==> src/rtl/esc_pkg.sv <==
// Constants and types shared by the ESC PWM drive and the ESC PWM decoder.
package esc_pkg;

  localparam int unsigned ESC_MIN_CNT     = 6250;
  localparam int unsigned ESC_SCALE       = 3;
  localparam int unsigned ESC_TIMEOUT_CYC = 1_000_000;
  localparam int unsigned ESC_SPEED_W     = 11;
  localparam int unsigned ESC_NUM_W       = 14;

  typedef logic [ESC_SPEED_W-1:0] speed_t;

  typedef enum logic [1:0] {IDLE, HIGH, DIV, DONE} esc_dec_state_t;

  // Longest legal high time: MIN_CNT plus SCALE clocks for every SPEED LSB.
  function automatic int unsigned esc_max_cnt(input int unsigned min_cnt, input int unsigned scale);
    return min_cnt + scale * ((1 << ESC_SPEED_W) - 1);
  endfunction

endpackage

==> src/rtl/esc_div_seq.sv <==
// Restoring divider by the constant SCALE: 14-bit numerator, 11-bit quotient, one bit per clock
// MSB first; done_o marks the 11th busy cycle, where quot_o carries the complete quotient.
module esc_div_seq
  import esc_pkg::*;
#(
  parameter int unsigned SCALE = ESC_SCALE
) (
  input  logic                 clk,
  input  logic                 rst_n,
  input  logic                 start_i,
  input  logic [ESC_NUM_W-1:0] num_i,
  output logic                 busy_o,
  output logic                 done_o,
  output speed_t               quot_o
);

  localparam logic [15:0] DVS_INIT = 16'(SCALE << (ESC_SPEED_W - 1));

  logic [ESC_NUM_W-1:0]   rem_q, rem_d;
  logic [15:0]            dvs_q, dvs_d;
  logic [ESC_SPEED_W-2:0] quot_q, quot_d;
  logic [3:0]             cnt_q, cnt_d;
  logic                   busy_q, busy_d;
  logic                   ge;
  speed_t                 quot_step;

  assign ge        = ({2'b00, rem_q} >= dvs_q);
  assign quot_step = {quot_q, ge};

  always_comb begin
    rem_d  = rem_q;
    dvs_d  = dvs_q;
    quot_d = quot_q;
    cnt_d  = cnt_q;
    busy_d = busy_q;
    if (start_i) begin
      rem_d  = num_i;
      dvs_d  = DVS_INIT;
      quot_d = '0;
      cnt_d  = 4'(ESC_SPEED_W - 1);
      busy_d = 1'b1;
    end else if (busy_q) begin
      if (ge) begin
        rem_d = rem_q - dvs_q[ESC_NUM_W-1:0];
      end
      dvs_d  = dvs_q >> 1;
      quot_d = quot_step[ESC_SPEED_W-2:0];
      cnt_d  = cnt_q - 4'd1;
      if (cnt_q == 4'd0) begin
        busy_d = 1'b0;
      end
    end
  end

  always_ff @(posedge clk or negedge rst_n) begin
    if (!rst_n) begin
      rem_q  <= '0;
      dvs_q  <= '0;
      quot_q <= '0;
      cnt_q  <= '0;
      busy_q <= 1'b0;
    end else begin
      rem_q  <= rem_d;
      dvs_q  <= dvs_d;
      quot_q <= quot_d;
      cnt_q  <= cnt_d;
      busy_q <= busy_d;
    end
  end

  assign busy_o = busy_q;
  assign done_o = busy_q && (cnt_q == 4'd0);
  assign quot_o = quot_step;

endmodule

==> src/rtl/esc_pwm_decoder.sv <==
// Measures the high time of an ESC PWM pulse and recovers SPEED = (high_cnt - MIN_CNT) / SCALE.
// Define ESC_DEC_TIMEOUT_EN to add the loss-of-signal timeout (los output).
module esc_pwm_decoder
  import esc_pkg::*;
#(
  parameter int unsigned MIN_CNT     = ESC_MIN_CNT,
  parameter int unsigned SCALE       = ESC_SCALE,
  parameter int unsigned TIMEOUT_CYC = ESC_TIMEOUT_CYC
) (
  input  logic   clk,
  input  logic   rst_n,
  input  logic   PWM,
  output speed_t SPEED,
  output logic   vld,
  output logic   err,
  output logic   los
);

  localparam int unsigned MAX_CNT   = esc_max_cnt(MIN_CNT, SCALE);
  localparam logic [15:0] MIN_CNT16 = 16'(MIN_CNT);
  localparam logic [15:0] MAX_CNT16 = 16'(MAX_CNT);

  if (MAX_CNT >= 65536 || SCALE == 0) begin : g_bad_cfg
    $error("esc_pwm_decoder: MIN_CNT + SCALE*2047 must be below 2^16 and SCALE nonzero");
  end

  logic       sync1_q, pwm_s_q, prev_q;
  logic [1:0] fill_q;
  logic       rise;

  // The synchronizer flops start at 0, so prev stays high until they hold real samples;
  // otherwise a pulse already high at reset release would look like a fresh rise.
  always_ff @(posedge clk or negedge rst_n) begin
    if (!rst_n) begin
      sync1_q <= 1'b0;
      pwm_s_q <= 1'b0;
      prev_q  <= 1'b1;
      fill_q  <= 2'b00;
    end else begin
      sync1_q <= PWM;
      pwm_s_q <= sync1_q;
      fill_q  <= {fill_q[0], 1'b1};
      prev_q  <= fill_q[1] ? pwm_s_q : 1'b1;
    end
  end

  assign rise = pwm_s_q & ~prev_q;

  esc_dec_state_t       state_q, state_d;
  logic [15:0]          high_cnt_q, high_cnt_d;
  speed_t               speed_q, speed_d, result;
  logic                 vld_q, vld_d, err_q, err_d;
  logic                 div_start, div_busy, div_done;
  logic [ESC_NUM_W-1:0] div_num;
  speed_t               div_quot;
  logic                 los_now;

  esc_div_seq #(.SCALE(SCALE)) u_div (
    .clk    (clk),
    .rst_n  (rst_n),
    .start_i(div_start),
    .num_i  (div_num),
    .busy_o (div_busy),
    .done_o (div_done),
    .quot_o (div_quot)
  );

`ifdef ESC_DEC_TIMEOUT_EN
  logic [19:0] to_cnt_q;
  logic        los_q, los_d, to_hit;

  if (TIMEOUT_CYC >= (1 << 20) || TIMEOUT_CYC == 0) begin : g_bad_timeout
    $error("esc_pwm_decoder: TIMEOUT_CYC must fit the 20-bit timeout counter");
  end

  always_ff @(posedge clk or negedge rst_n) begin
    if (!rst_n) begin
      to_cnt_q <= '0;
      los_q    <= 1'b0;
    end else begin
      if (rise) begin
        to_cnt_q <= '0;
      end else if (to_cnt_q != 20'hFFFFF) begin
        to_cnt_q <= to_cnt_q + 20'd1;
      end
      los_q <= los_d;
    end
  end

  // A rise in the same cycle restarts the count, so it must not be swallowed by the abort.
  assign to_hit  = (to_cnt_q >= 20'(TIMEOUT_CYC)) && !rise;
  assign los_now = los_q;
`else
  assign los_now = 1'b0;
`endif

  always_comb begin
    state_d    = state_q;
    high_cnt_d = high_cnt_q;
    speed_d    = speed_q;
    vld_d      = 1'b0;
    err_d      = 1'b0;
    result     = '0;
    div_start  = 1'b0;
    div_num    = '0;
`ifdef ESC_DEC_TIMEOUT_EN
    los_d      = los_q;
`endif
    unique case (state_q)
      IDLE: begin
        if (rise) begin
          high_cnt_d = 16'd1;
          state_d    = HIGH;
        end
      end
      HIGH: begin
        if (pwm_s_q) begin
          if (high_cnt_q != 16'hFFFF) begin
            high_cnt_d = high_cnt_q + 16'd1;
          end
        end else if (high_cnt_q < MIN_CNT16) begin
          vld_d   = 1'b1;
          err_d   = 1'b1;
          state_d = DONE;
        end else if (high_cnt_q > MAX_CNT16) begin
          result  = '1;
          vld_d   = 1'b1;
          err_d   = 1'b1;
          state_d = DONE;
        end else begin
          div_start = 1'b1;
          div_num   = ESC_NUM_W'(high_cnt_q - MIN_CNT16);
          state_d   = DIV;
        end
      end
      DIV: begin
        if (div_done) begin
          result  = div_quot;
          vld_d   = 1'b1;
          state_d = DONE;
        end else if (!div_busy) begin
          state_d = IDLE;
        end
      end
      DONE: begin
        state_d = IDLE;
      end
      default: begin
        state_d = IDLE;
      end
    endcase

    // While signal is lost SPEED is pinned to 0; only a clean pulse may move it again.
    if (vld_d && !(err_d && los_now)) begin
      speed_d = result;
    end

`ifdef ESC_DEC_TIMEOUT_EN
    if (vld_d && !err_d) begin
      los_d = 1'b0;
    end
    if (to_hit) begin
      state_d   = IDLE;
      speed_d   = '0;
      vld_d     = 1'b0;
      err_d     = 1'b0;
      div_start = 1'b0;
      los_d     = 1'b1;
    end
`endif
  end

  always_ff @(posedge clk or negedge rst_n) begin
    if (!rst_n) begin
      state_q    <= IDLE;
      high_cnt_q <= '0;
      speed_q    <= '0;
      vld_q      <= 1'b0;
      err_q      <= 1'b0;
    end else begin
      state_q    <= state_d;
      high_cnt_q <= high_cnt_d;
      speed_q    <= speed_d;
      vld_q      <= vld_d;
      err_q      <= err_d;
    end
  end

  assign SPEED = speed_q;
  assign vld   = vld_q;
  assign err   = err_q;
  assign los   = los_now;

endmodule

==> config.mk <==
export PLATFORM = sky130hd
export DESIGN_NAME = esc_pwm_decoder
export DESIGN_NICKNAME = d
export VERILOG_FILES = /design/src/rtl/esc_pkg.sv /design/src/rtl/esc_div_seq.sv /design/src/rtl/esc_pwm_decoder.sv
export SDC_FILE = /design/constraint.sdc
export NUM_CORES = 1
export LEC_CHECK = 0
export CORE_MARGIN = 8
export CORE_UTILIZATION = 40
export CTS_CLUSTER_SIZE = 40
export DETAILED_ROUTE_END_ITERATION = 12
export REMOVE_ABC_BUFFERS = 1
export SKIP_CTS_REPAIR_TIMING = 1
export SLEW_MARGIN = 20
export SYNTH_ARGS = -nofsm -noshare
export SYNTH_HDL_FRONTEND = slang
export SYNTH_SLANG_ARGS = --single-unit
==> constraint.sdc <==
create_clock -name clk -period 2.81 [get_ports clk]
set_input_delay 0.281 -clock clk [delete_from_list [all_inputs] [get_ports clk]]
set_output_delay 0.281 -clock clk [all_outputs]
set_load 0.005 [all_outputs]
; Yosys cells after proc, flatten, opt, wreduce, memory -nomap -nowiden
; Index checks and enable logic that the tools add are counted.
[word_totals]
rom_bits = 0
memories = 0
latch_bits = 0
elab_cells = 84
output_inout_bits = 14
input_bits = 3
mem_bits_rw = 0
ff_bits = 81
[classes]
n_eq_ne = 9
n_mul = 0
magnitude_cmp = 3
n_reduce_logical = 9
mux = 43
n_bitwise = 2
add_sub_neg = 4
div = 0
shift = 0
[op_table]
columns = operator, n
row1 = $mux W14, 7
row2 = $mux W16, 5
row3 = $mux W11, 4
row4 = $pmux W16 S2, 1
row5 = $pmux W11 S2, 1
row6 = $mux W10, 2
row7 = $add A16 B1 Y16 const B, 1
row8 = $ge A14 B16 Y1, 1
row9 = $gt A16 B14 Y1 const B, 1
row10 = $lt A16 B13 Y1 const B, 1
row11 = $ne A16 B16 Y1 const B, 1
row12 = $mux W1, 15
row13 = $sub A14 B13 Y14 const B, 1
row14 = $sub A14 B14 Y14, 1
row15 = $mux W2, 4
row16 = $mux W4, 2
row17 = $ne A2 B2 Y1 const B, 4
row18 = $pmux W2 S4, 1
row19 = $reduce_bool A2 Y1, 3
row20 = $eq A2 B2 Y1 const B, 2
row21 = $logic_not A4 Y1, 1
row22 = $reduce_and A4 Y1, 1
row23 = $sub A4 B1 Y4 const B, 1
row24 = $ne A3 B3 Y1 const B, 1
row25 = 8 further kinds, 8

; Longest topological paths before layout
; Gate-level depths: netlist of run 1.
[logic_depth]
word_depth = 7
depth_mapped = 11
ltp_nobuf = 10

; Modules after synthesis
; Synthesis of run 1 repeated with hierarchy kept, for this count alone.
[hier_totals]
hier_cells = 535
hier_area_um2 = 4825.9
[by_module_without_submodules]
columns = module, area_each_um2, n_inst, cells_per_inst
row1 = esc_div_seq, 2593.7, 1, 272
row2 = esc_pwm_decoder, 2232.1, 1, 263

; Worst setup path before layout of run 1
; Ideal clock, no wire load.
[synth_timing]
path_kind = register to register
startpoint = reg u_div.dvs_q[0]
endpoint = reg u_div.rem_q[5]
arrival_ns = 2.221
setup_slack_ns = 0.512
setup_ns = 0.077
path_buffers = 1
synth_period_minus_slack_ns = 2.298
stages_incl_launch_ff = 10
cell_sequence = dfrtp_1 ha_1 fa_1 nand2b_1 a21o_1 a21oi_1 o31ai_1 buf_2 o311a_1 a21oi_1
[synth_between]
elab_chain_cells = 4
word_cells_on_any_way = 7
[synth_lines]
columns = item, line
row1 = from (decl), esc_div_seq.sv:20  ; logic [15:0] dvs_q, dvs_d;
row2 = from (signal assigned), esc_div_seq.sv:64  ; dvs_q <= dvs_d;
row3 = $sub A14 B14 Y14, esc_div_seq.sv:44  ; rem_d = rem_q - dvs_q[ESC_NUM_W-1:0];
row4 = $mux W14, esc_div_seq.sv:43  ; if (ge) begin
row5 = $mux W14, esc_div_seq.sv:42  ; end else if (busy_q) begin
row6 = $mux W14, esc_div_seq.sv:36  ; if (start_i) begin
row7 = to (signal assigned), esc_div_seq.sv:63  ; rem_q <= rem_d;
row8 = to (decl), esc_div_seq.sv:19  ; logic [ESC_NUM_W-1:0] rem_q, rem_d;
; Parallel ways exist; a longest one is shown, timed or not. The select of a mux whose other input is x is not followed.
; A chain may end at the register's enable or synchronous reset.

; Final worst setup path of run 1
; Same ends and word-level chain as after synthesis.

==> results of run 1 <==
==> sequential cells by signal (all words and copies together) (netlist names) <==
register      flops
high_cnt_q       16
u_div.rem_q      14
u_div.dvs_q      12
SPEED            11
u_div.quot_q     10
u_div.cnt_q       4
fill_q            2
state_q           2
err               1
prev_q            1
pwm_s_q           1
sync1_q           1
u_div.busy_o      1
vld               1
==> where the power goes <==
part           switching, mW  leakage, nW  internal, mW
clock                  0.430       0.0939         0.414
combinational          0.339         1.06         0.338
sequential             0.112         1.03          1.24
==> synthesized netlist by cell type (all sizes together) (6+ instances only) <==
| cell type | number | share of area |
|---|---|---|
| dfrtp | 76 | 0.43 |
| nor2 | 68 | 0.063 |
| nand2 | 55 | 0.047 |
| a21oi | 36 | 0.043 |
| inv | 25 | 0.021 |
| mux2i | 23 | 0.052 |
| ha | 19 | 0.054 |
| o21ai | 16 | 0.018 |
| xor2 | 16 | 0.032 |
| xnor2 | 14 | 0.028 |
| buf | 13 | 0.018 |
| clkbuf | 11 | 0.0094 |
| nand3 | 9 | 0.011 |
| nor4 | 8 | 0.015 |
| a211oi | 6 | 0.010 |
| a31oi | 6 | 0.0085 |
| o21a | 6 | 0.011 |
==> worst register-to-register path, cell delays in order (launching register included) <==
cell	delay, ns
dfrtp_1	0.39
ha_1	0.22
fa_1	0.39
nand2b_1	0.18
a21o_1	0.21
a21oi_1	0.31
o31ai_4	0.15
buf_4	0.20
o311a_1	0.34
a21oi_1	0.12
==> final cells by class <==
| class | count | area, µm² | area share |
|---|---|---|---|
| Timing Repair Buffer | 26 | 230.2 | 0.04701 |
| Clock buffer | 11 | 131.4 | 0.02683 |
| Multi-Input combinational cell | 349 | 2278 | 0.4653 |
| Tap cell | 140 | 175.2 | 0.03577 |
| Sequential cell | 77 | 1928 | 0.3937 |
| Clock inverter | 5 | 60.06 | 0.01226 |
| Inverter | 25 | 93.84 | 0.01916 |
==> how the worst max path moves through the flow <==
stage | startpoint | endpoint | slack, ns | cells after the start
floorplan | u_div.dvs_q[7] | u_div.rem_q[7] | -0.47 | 8
global placement | u_div.dvs_q[0] | u_div.rem_q[5] | 0.35 | 9
detailed placement | u_div.dvs_q[7] | u_div.rem_q[2] | 0.27 | 10
CTS | u_div.dvs_q[7] | u_div.rem_q[2] | 0.24 | 10
global route | u_div.dvs_q[7] | u_div.rem_q[2] | 0.06 | 10
finish | u_div.dvs_q[0] | u_div.rem_q[5] | 0.23 | 9
==> layer usage <==
| layer | vias to the layer above | share of wire |
|---|---|---|
| met3 | 17 | 0.025 |
| met4 | 0 | 0.019 |
| met2 | 34 | 0.49 |
| met5 | - | 0 |
| li1 | 1675 | - |
| met1 | 1630 | 0.47 |
==> stage by stage <==
step                std cells  hold slack [ns]  power, mW    util  setup TNS, ns
detailed placement        617           0.3396      2.054  0.4352              0
global placement          617           0.3371      2.040  0.4352              0
finish                    633          0.07051      2.872  0.4537              0
floorplan                 451         -0.01459      1.731       -         -4.107
CTS                       633           0.1217      2.920  0.4529              0
global route              633           0.1732      3.028  0.4537              0
==> cell usage in the layout, fill, tap and decap left out, types with 4 or more instances in the layout <==
cell / Yosys / layout
nor2_2: 9 / 9
o21a_1: 5 / 5
nand2_1: 54 / 54
mux2i_1: 23 / 23
a211oi_1: 6 / 6
nor3_1: 5 / 5
or3_1: 4 / 4
clkdlybuf4s50_1: 0 / 14
clkbuf_8: 0 / 9
nand3_1: 8 / 8
a31oi_1: 6 / 6
and3_1: 5 / 5
inv_1: 25 / 25
nor4_1: 7 / 7
buf_4: 4 / 12
nand4_1: 5 / 5
o21ai_0: 16 / 16
xnor2_1: 14 / 14
ha_1: 19 / 19
a21oi_1: 34 / 34
nor2_1: 59 / 59
dfrtp_1: 76 / 76
a21o_1: 4 / 4
xor2_1: 16 / 16
nor2b_1: 4 / 4
==> kinds of logic (layout without fill, tap and decap cells) <==
kind of cell	Yosys count	after routing
other	2	2
XOR/XNOR	30	30
multiplexers	23	23
buffers and inverters	49	67
AND/OR/NAND/NOR	174	174
flip-flops	77	77
adder cells (fa/ha/maj)	20	20
AO/OA/AOI/OAI	100	100
==> run_results.csv, run 1 <==
group,metric,value,unit
place,dpl.hpwl,6.665,mm
synthesis,yosys_register_bits,77,
synthesis,yosysSeqAreaShare,0.4380,
pwr,leakage,2.182,nW
detailed_routing,antenna_left,0,
worst_setup_path,critPathLaunchType,"flop",
global_route,grt_overflow_total,0,
worst_setup_path,crit_buf_inv,1,
pwr,peakVddDrop,405.0,µV
floorplanning,dieArea,0.01462,mm²
detailed_routing,dr.pass1.iters,6,
pwr,power.density,586.5,mW/mm²
worst_setup_path,critPathTopFamily,"compound AO/OA/AOI/OAI gates",
timing,rsz0062_at_grt,"no",
floorplanning,die_w,120.9,µm
timing,tightest_slew,0.9841,ns
synthesis,avgSynthCellArea,9.267,µm²
clock_network,cts_max_path_buffers,2,
detailed_routing,vias_per_cell,5.302,
worst_setup_path,cp.required,3.09,ns
synthesis,synth_top_family_by_area,"simple AND/OR/NAND/NOR gates",
worst_setup_path,rrSetupSlack,0.23,ns
cells_and_area,synthToLayoutAreaGrowth,11.26,%
global_route,use_met2,0.2280,
timing,max_freq,387.8,MHz
synthesis,synth-adder-area-share,0.05856,
cells_and_area,diodes,0,
clock_network,root_buffer,"clkbuf_8",
global_route,grt_pass1_wl,16.06,mm
detailed_routing,drc,0,
place,gp_congestion,0.8317,
global_route,busiest_layer,"met2",
min_path,worstHoldPathType,"input pin to async pin",
worst_setup_path,critPathMaxFanout,11,
worst_setup_path,cp_slowest_cell,"dfrtp_1",
cells_and_area,drive_above_1_share,0.1014,
run_status,run_status,"completed",
synthesis,synth-main-ff-cell,"dfrtp_1",
worst_setup_path,worstSetupPathType,"flop to flop",
place,dpl_cell_area,0.004697,mm²
job,cap_viol_max_count,0,
floorplanning,fp.dieH,120.9,µm
timing,drv_slew,0,
worst_setup_path,critPathMaxStageDelay,0.39,ns
global_route,antenna_found_initial,0,
worst_setup_path,reg2regPathDepth,9,
worst_setup_path,cp_common_cell,"a21oi_1",
detailed_routing,drt-total-wl,9.359,mm
global_route,grt_pass1_vias,3396,
synthesis,async_flop_share,1.000,
cells_and_area,finalNetCount,511,
global_route,grt_max_degree,78,
floorplanning,pin_count,17,
global_route,grt.total_usage,0.1351,
place,io_buffer_count,15,
timing,layout_min_cycle_time,2.578,ns
timing,setup_violations,0,
worst_setup_path,worst_ep_arrival_time,2.86,ns
place,pre_cts_slack,0.2730,ns
clock_network,cts_buffers,9,
detailed_routing,wl_per_cell,14.79,µm
cells_and_area,design_area,0.004897,mm²
timing,hold_violations,0,
timing,period_share,0.9176,
synthesis,muxShareOfSynthArea,0.05230,
detailed_routing,via_count,3356,
floorplanning,initial_utilization,0.4078,
synthesis,synth-edff-count,0,
synthesis,synth_compound_area_frac,0.1546,
synthesis,synth_area,0.004402,mm²
clock_network,h-tree-depth,3,
global_route,grt_use_met3,0.01861,
worst_setup_path,r2r-end,"u_div.rem_q[5]",
timing,timing.final.ws_setup,0.2315,ns
clock_network,clk-insertion-delay-late,0.36,ns
synthesis,ys_warn_count,0,
synthesis,yosys.area_share.simple,0.1862,
floorplanning,placementRows,38,
worst_setup_path,path_cells,"ha_1, fa_1, nand2b_1, a21o_1, a21oi_1, o31ai_4, buf_4, o311a_1, a21oi_1",
global_route,grt_util_met1,0.1653,
timing,final.setup_skew,0.008431,ns
clock_network,cts.clk_slew.worst_paths,0.08,ns
synthesis,postSynthCellCount,475,
worst_setup_path,reg2reg_from,"u_div.dvs_q[0]",
clock_network,cts.sinks,77,
timing,slew_headroom,0.3439,
cells_and_area,fillers,1018,
detailed_routing,first_iter_violations,147,
floorplanning,coreArea,0.01079,mm²
clock_network,cts_tree,"yes",
synthesis,synth-xor-area-share,0.05969,
worst_setup_path,worst_setup_path_end_kind,"flop",
synthesis,synth_cell_types,61,
No activity file was read; power rests on OpenSTA's default activity.
==> run 2: changes to the inputs <==
- CTS_CLUSTER_DIAMETER: not set -> 150
==> results of run 2 <==
Final layout, timing and power as in run 1 (identical DEF).
==> run 3: changes to the inputs <==
- SYNTH_HIERARCHICAL: not set -> 1
==> run 3 against run 2 <==
Net effect:
- the run now ends with negative hold slack left
- count of clock-buffer cells in the layout increased by 1
- global-route usage increased by 0.54 points
- sequential share of layout area fell by 3.7 points
- utilization about the same
- highest routed layer unchanged
==> run_results.csv, run 3 <==
group,metric,value,unit
clock_network,cts.sinks,77,
worst_setup_path,cp.depth,10,
synthesis,synth-main-ff-cell,"dfrtp_1",
synthesis,postSynthCellCount,535,
cells_and_area,top_regs,"high_cnt_q x16, u_div/rem_q x14, u_div/dvs_q x12",
worst_setup_path,path_cells,"inv_1, ha_1, fa_1, nand2b_1, a21oi_2, o2111ai_1, a31o_1, buf_4, mux2i_1, a21oi_1",
timing,hold_violations,37,
cells_and_area,drive_above_1_share,0.08379,
worst_setup_path,cp_slowest_cell,"a31o_1",
cells_and_area,final_cell_mix,"dfrtp_1, nor2_1, nand2_1",
synthesis,synth.top_cell.area_share,0.3941,
timing,max_freq,385.4,MHz
detailed_routing,wl_per_cell,14.98,µm
detailed_routing,via_count,3896,
detailed_routing,dr.pass1.iters,5,
detailed_routing,first_iter_violations,164,
clock_network,h-tree-depth,3,
min_path,worstHoldPathType,"input pin to async pin",
timing,rsz0062_at_grt,"no",
global_route,grt_max_degree,78,
global_route,grt_overflow_total,0,
worst_setup_path,r2r-end,"u_div/rem_q[3]",
clock_network,cts_max_path_buffers,2,
worst_setup_path,rrSetupSlack,0.22,ns
floorplanning,coreArea,0.01191,mm²
floorplanning,fp.dieH,125.8,µm
synthesis,async_flop_share,1.000,
worst_setup_path,reg2regPathDepth,10,
pwr,leakage,2.395,nW
place,dpl_cell_area,0.005100,mm²
synthesis,yosysSeqAreaShare,0.3995,
pwr,finalPower,3.161,mW
place,dp_cells,680,
worst_setup_path,critPathMaxFanout,9,
synthesis,synth_cell_types,69,
worst_setup_path,reg2reg_from,"u_div/rem_q[0]",
timing,slew_headroom,0.4207,
global_route,grt.total_usage,0.1405,
worst_setup_path,critPathTopFamily,"compound AO/OA/AOI/OAI gates",
place,gp_congestion,0.8909,
detailed_routing,vias_per_cell,5.598,
timing,drv_slew,0,
cells_and_area,regMostFlops,"high_cnt_q",
place,io_buffer_count,15,
cells_and_area,fillers,1175,
cells_and_area,design_area,0.005401,mm²
cells_and_area,final_cells,696,
synthesis,synth_top_area_cell,"dfrtp_1",
floorplanning,placementRows,40,
job,cap_viol_max_count,0,
run_status,run_status,"finished, violations left",
synthesis,synth_area,0.004826,mm²
worst_setup_path,worstSetupPathType,"flop to flop",
clock_network,cts_tree,"yes",
synthesis,yosys_register_bits,77,
cells_and_area,largest_register_ffs,16,
timing,setup_violations,0,
global_route,antenna_found_initial,0,
run_status,violations,"negative hold slack",
synthesis,ys_warn_count,6,
worst_setup_path,cp.required,3.00,ns
clock_network,clk-insertion-delay-late,0.34,ns
global_route,grt_pass1_wl,18.45,mm
pwr,power.density,585.2,mW/mm²
worst_setup_path,worst_setup_path_end_kind,"flop",
clock_network,root_buffer,"clkbuf_16",
synthesis,synth-edff-count,0,
cells_and_area,diodes,0,
timing,period_share,0.9234,
place,pre_cts_slack,0.2220,ns
detailed_routing,drt-total-wl,10.43,mm
place,dpl.hpwl,7.579,mm
global_route,grt_pass1_vias,3945,
floorplanning,pin_count,17,
synthesis,avgSynthCellArea,9.020,µm²
worst_setup_path,worst_ep_arrival_time,2.79,ns
detailed_routing,drc,0,
floorplanning,dieArea,0.01584,mm²
clock_network,cts_buffers,9,
timing,final.setup_skew,0.006912,ns
synthesis,yosysMostFrequentCell,"dfrtp_1",
synthesis,netlist_top_cells_count,"dfrtp_1, nor2_1, nand2_1, inv_1",
clock_network,cts.clk_slew.worst_paths,0.06,ns
cells_and_area,synthToLayoutAreaGrowth,11.93,%
floorplanning,initial_utilization,0.4051,
worst_setup_path,crit_buf_inv,2,
worst_setup_path,critPathLaunchType,"flop",
timing,holdWs,-0.03966,ns
timing,timing.final.ws_setup,0.2151,ns
cells_and_area,final_common_cell,"dfrtp_1",
timing,layout_min_cycle_time,2.595,ns
timing,tightest_slew,0.8652,ns
cells_and_area,finalNetCount,568,
pwr,peakVddDrop,318.5,µV
floorplanning,die_w,125.8,µm
detailed_routing,antenna_left,0,
worst_setup_path,crit_path_start,"u_div/rem_q[0]",
worst_setup_path,critPathMaxStageDelay,0.42,ns
synthesis,synth.area.top_cells,"dfrtp_1, mux2i_1, ha_1",
run 3: per-layer routing:
| metal | track usage | vias up | share of wire |
|---|---|---|---|
| met2 | 0.2336 | 71 | 0.48 |
| li1 | - | 1913 | - |
| met4 | 0.06653 | 0 | 0.022 |
| met3 | 0.02489 | 18 | 0.031 |
| met5 | 0 | - | 0 |
| met1 | 0.1737 | 1894 | 0.46 |
run 3: logic make-up (layout without fill, tap and decap cells):
logic type | Yosys count | count (layout) | synth area share
AND/OR/NAND/NOR | 189 | 189 | 0.1893
multiplexers | 30 | 30 | 0.06300
XOR/XNOR | 19 | 19 | 0.03448
adder cells (fa/ha/maj) | 21 | 21 | 0.05600
buffers and inverters | 64 | 78 | 0.06430
flip-flops | 77 | 77 | 0.3995
AO/OA/AOI/OAI | 133 | 133 | 0.1919
other | 2 | 2 | 0.001556
run 3: how the worst max path moves through the flow:
stage / endpoint
2_1_floorplan: u_div/rem_q[0]
3_3_place_gp: u_div/rem_q[8]
3_5_place_dp: u_div/rem_q[4]
4_1_cts: u_div/rem_q[3]
5_1_grt: u_div/rem_q[3]
6_report: u_div/rem_q[3]
run 3: worst register-to-register path: cells and delay by family, from the launching register on:
kind            cells  cell delay (ns)
simple gates        1             0.19
fa+ha+maj           2             0.62
flops               1             0.32
compound gates      4             0.87
mux                 1             0.17
buf+inv             2             0.29
run 3: final cells by class:
cell class                      instances  area, µm²  share of cell area
Multi-Input combinational cell        394       2599              0.4811
Tap cell                              147      183.9             0.03405
Clock inverter                          4      30.03            0.005559
Sequential cell                        77       1928              0.3570
Clock buffer                           12      256.5             0.04749
Inverter                               30      112.6             0.02085
Timing Repair Buffer                   32      291.5             0.05397
run 3: stage by stage:
stage	hold WS (ns)	setup TNS, ns	utilization
floorplan	-0.01459	-1.239	-
global placement	0.3412	0	0.4282
detailed placement	0.3358	0	0.4282
CTS	0.1505	0	0.4522
global route	0.04669	0	0.4535
finish	-0.03966	0	0.4535
run 3: where the power goes:
part / internal (mW) / switching [mW] / leakage (nW)
combinational: 0.346 / 0.371 / 1.22
clock: 0.650 / 0.459 / 0.139
sequential: 1.24 / 0.0961 / 1.03
